==> config.mk <==
export PLATFORM = sky130hd
export DESIGN_NAME = count8_ctr
export DESIGN_NICKNAME = d
export VERILOG_FILES = /design/src/rtl/count8_ctr.sv
export SDC_FILE = /design/constraint.sdc
export NUM_CORES = 1
export LEC_CHECK = 0
export BUFFER_PORTS_ARGS = -buffer_cell sky130_fd_sc_hd__buf_2
export CORE_AREA = 2 2 39 41
export DETAILED_ROUTE_END_ITERATION = 10
export DIE_AREA = 0 0 41 43
export GPL_TIMING_DRIVEN = 0
export PLACE_DENSITY = 0.72
export SETUP_SLACK_MARGIN = 0.05
export SLEW_MARGIN = 20
export SYNTH_ARGS = -nofsm -noshare
export SYNTH_HDL_FRONTEND = slang
export SYNTH_SLANG_ARGS = --single-unit
==> constraint.sdc <==
create_clock -name clk -period 1.65 [get_ports clk]
set_input_delay 0.4125 -clock clk [delete_from_list [all_inputs] [get_ports clk]]
set_output_delay 0.4125 -clock clk [all_outputs]
set_load 0.03 [all_outputs]
==> src/rtl/count8_ctr.sv <==
// count8_ctr: WIDTH-bit up-counter with synchronous reset, parallel load and count enable.
// Define COUNT8_CTR_SATURATE_EN to make counting stop at all-ones instead of wrapping.
module count8_ctr #(
    parameter int               WIDTH   = 8,
    parameter logic [WIDTH-1:0] RST_VAL = '0
) (
    input  logic             clk,
    input  logic             res,
    input  logic             EN,
    input  logic             load,
    input  logic [WIDTH-1:0] CNT_In,
    output logic [WIDTH-1:0] CNT,
    output logic             TC
);
    logic             all_ones;
    logic [WIDTH-1:0] cnt_inc;
    assign all_ones = &CNT;
`ifdef COUNT8_CTR_SATURATE_EN
    assign cnt_inc = all_ones ? CNT : CNT + WIDTH'(1);
`else
    assign cnt_inc = CNT + WIDTH'(1);
`endif
    assign TC = all_ones & EN & ~load & ~res;
    always_ff @(posedge clk)
        if (res)       CNT <= RST_VAL;
        else if (load) CNT <= CNT_In;
        else if (EN)   CNT <= cnt_inc;
endmodule

==> impl_metrics.tcl <==
set metrics [dict create \
    max-cap-violations 0 \
    clockRootBuffer "sky130_fd_sc_hd__clkbuf_4" \
    grt_util_met1_pct 16.4 \
    cp_data_arrival_time_ns 1.35 \
    grt_pass1_vias 393 \
    worst_slew_margin_rel_pct 80.8 \
    die_height_um 43 \
    insertion_delay_of_the_later_clocked_pin_in_the_worst_skew_pair_ns 0.25 \
    routed_wirelength_um 1190 \
    top_level_ports 21 \
    post-synth-top-area-cell "sky130_fd_sc_hd__dfxtp_1" \
    r2r_start "CNT[2]" \
    grt_start_max_net_pins 11 \
    globalRoute.busiestLayer "met2" \
    floorplan.initialDensity_pct 33.6 \
    setup_total_negative_slack_ns -0.114 \
    post_synth_instance_area_um2 465 \
    detailedRoute.firstIterationViolations 20 \
    min_path_cells 3 \
    flip_flop_count_of_the_largest_register_after_layout 8 \
    final-instance-count-excl-fill 95 \
    synthesis.nets 69 \
    cts-buffers-inserted 3 \
    placed_cell_area_um2 586 \
    rsz0062_at_grt "yes" \
    p_per_area_nw_per_um2 709 \
    setup.worst_path.end_class "primary output" \
    finalWeightedCongestion 0.726 \
    htree_num_levels 1 \
    grt.overflow.total 0 \
    outcome "complete, but fails checks" \
    achievable-frequency_ghz 0.567 \
    place.detailed.hpwl_um 751 \
    drt_first_pass_iters 4 \
    critPathRequiredTime_ns 1.24 \
    worst_hold_slack_ns 0.400 \
    number_of_setup_violations_in_the_final_report 1 \
    hp-start "CNT_In[1]" \
    post_route_cells_drive_above_1_share_pct 43.0 \
    coreArea_um2 1380 \
    route.antenna.remaining_nets 0 \
    startpoint "CNT[2]" \
    setup.worst_path.class "reg2out" \
    fin_area_um2 703 \
    place_inst 89 \
    worst_slew_pin_slew_ns 0.287 \
    synth-seq-area-share_pct 34.4 \
    clock_tree_from_tritoncts "yes" \
    hold_violations 0 \
    area.growth.synth_to_final_pct 51.1 \
    vdd_drop_max_mv 0.291 \
    reg_top3 "CNT (8)" \
    postSynthCellCount 56 \
    synth_area_leaders "sky130_fd_sc_hd__dfxtp_1 (34%), sky130_fd_sc_hd__xor2_1 (7.5%), sky130_fd_sc_hd__o211ai_1 (6.5%)" \
    area_fraction_of_the_dominant_cell_type_after_synthesis_pct 34.4 \
    io_port_bufs 17 \
    grt_antenna_before_repair 0 \
    drc 0 \
    layout.area.seq_um2 168 \
    die_width_um 41 \
    postLayoutSetupSlackWorst_ns -0.114 \
    syn_area_per_cell_um2 8.31 \
    vias 507 \
    clockBufferDepth 2 \
    groute.layer.met2.usage_pct 21.6 \
    antennaDiodeCount 0 \
    synthesis_warnings 0 \
    place_ws_ns -0.224 \
    clk_pin_slew_ns 0.06 \
    clock-sinks 8 \
    fin_crit_ns 1.76 \
    mostFrequentLayoutCells "sky130_fd_sc_hd__buf_2 (16), sky130_fd_sc_hd__nand2_1 (7), sky130_fd_sc_hd__dfxtp_1 (6)" \
    mean_routed_wirelength_per_cell_um 12.5 \
    grt_first_pass_wirelength_um 1640 \
    global_route.usage.met3_pct 7.85 \
    hold_class "in2reg" \
    post_cts_hold_buffer_count 0 \
    leakagePower_nw 0.283 \
    worstSetupStartpointType "flop" \
    timing.final.max_slew_violations 0 \
    layout.nets 94 \
    part_of_the_cycle_the_worst_path_needs_pct 107 \
    rows 14 \
    via_per_inst 5.34 \
    fillers 141 \
    failing_checks "negative setup slack" \
    die_area_um2 1760 \
    max_flop_register "CNT" \
    mostFrequentLayoutCell "sky130_fd_sc_hd__buf_2" \
    synth.lib_cells_used.distinct 23 \
    synth_seq_cells 8 \
    crit_path_max_fanout 6 \
    area_occupied_by_multi_input_gates_um2 322 \
    clock_skew_ns 0.00526 \
    grtUsageTotal_pct 13.9 \
    reg2reg_depth 3 \
]
-- what timing repair did --
action / CTS / global route
endpoints found under the setup margin: 1 / 1
pin swaps: 2 / 1
gates resized for setup: 10 / 9
buffers inserted: 1 / 2
-- where the power goes --
group / internal (mW) / switching, mW / total (mW)
sequential: 0.207 / 0.0207 / 0.227
clock: 0.0832 / 0.0666 / 0.150
combinational: 0.0551 / 0.0663 / 0.121
-- path summary, 6_finish.rpt --
path,endpoint,slack [ns]
hold / removal,CNT[1],0.40
hold reg to reg,CNT[7],0.56
setup reg to reg,CNT[5],0.23
setup / recovery,TC,-0.11
-- cell type report --
cell class | instances | area share, %
Timing Repair Buffer | 20 | 16.2
Clock buffer | 3 | 3.20
Buffer | 3 | 7.12
Inverter | 2 | 1.07
Sequential cell | 8 | 23.8
Multi-Input combinational cell | 43 | 45.7
Tap cell | 16 | 2.85
-- worst max-delay path: stages, from the launching register on --
cell and delay, ns:
sky130_fd_sc_hd__dfxtp_1 0.48, sky130_fd_sc_hd__nand3_4 0.14, sky130_fd_sc_hd__nor4_4 0.31, sky130_fd_sc_hd__buf_6 0.17
-- layer usage --
| metal | wire length [µm] | part of all wire [%] | up-vias |
|---|---|---|---|
| met5 | 0 | 0 | - |
| met1 | 478 | 40 | 232 |
| met2 | 624 | 53 | 21 |
| met3 | 82 | 6.9 | 0 |
| li1 | - | - | 254 |
| met4 | 0 | 0 | 0 |
-- cell usage after synthesis --
master	number
sky130_fd_sc_hd__nand4_1	3
sky130_fd_sc_hd__mux2_2	1
sky130_fd_sc_hd__or3b_1	1
sky130_fd_sc_hd__nand3_1	2
sky130_fd_sc_hd__o21ai_0	1
sky130_fd_sc_hd__nor3b_1	3
sky130_fd_sc_hd__a211oi_1	3
sky130_fd_sc_hd__buf_2	1
sky130_fd_sc_hd__or3_1	1
sky130_fd_sc_hd__nand2_1	7
sky130_fd_sc_hd__buf_4	1
sky130_fd_sc_hd__ha_1	1
sky130_fd_sc_hd__xor2_1	4
sky130_fd_sc_hd__or4_1	2
sky130_fd_sc_hd__a21oi_1	4
sky130_fd_sc_hd__a311oi_1	1
sky130_fd_sc_hd__dfxtp_1	8
sky130_fd_sc_hd__nor2_1	4
sky130_fd_sc_hd__buf_6	1
sky130_fd_sc_hd__nor4_1	1
sky130_fd_sc_hd__o211ai_1	4
sky130_fd_sc_hd__clkinv_1	1
sky130_fd_sc_hd__inv_1	1
-- cells by family (layout without fill, tap and decap cells) --
group / after synthesis / after routing / synth area share, %
muxes: 1 / 1 / 2.42
xor gates and xnor gates: 4 / 4 / 7.53
buffers and inverters: 5 / 28 / 6.72
adders and majority gates: 1 / 1 / 2.69
DFF: 8 / 8 / 34.4
and+or+nand+nor: 24 / 24 / 27.7
AOI/OAI and AO/OA: 13 / 13 / 18.5
-- per-stage QoR --
step / power (mW) / util, %
floorplan: 0.298 / -
global placement: 0.329 / 42.3
detailed placement: 0.330 / 42.3
CTS: 0.489 / 46.8
global route: 0.523 / 50.8
finish: 0.499 / 50.8
No activity file was read; power rests on OpenSTA's default activity.
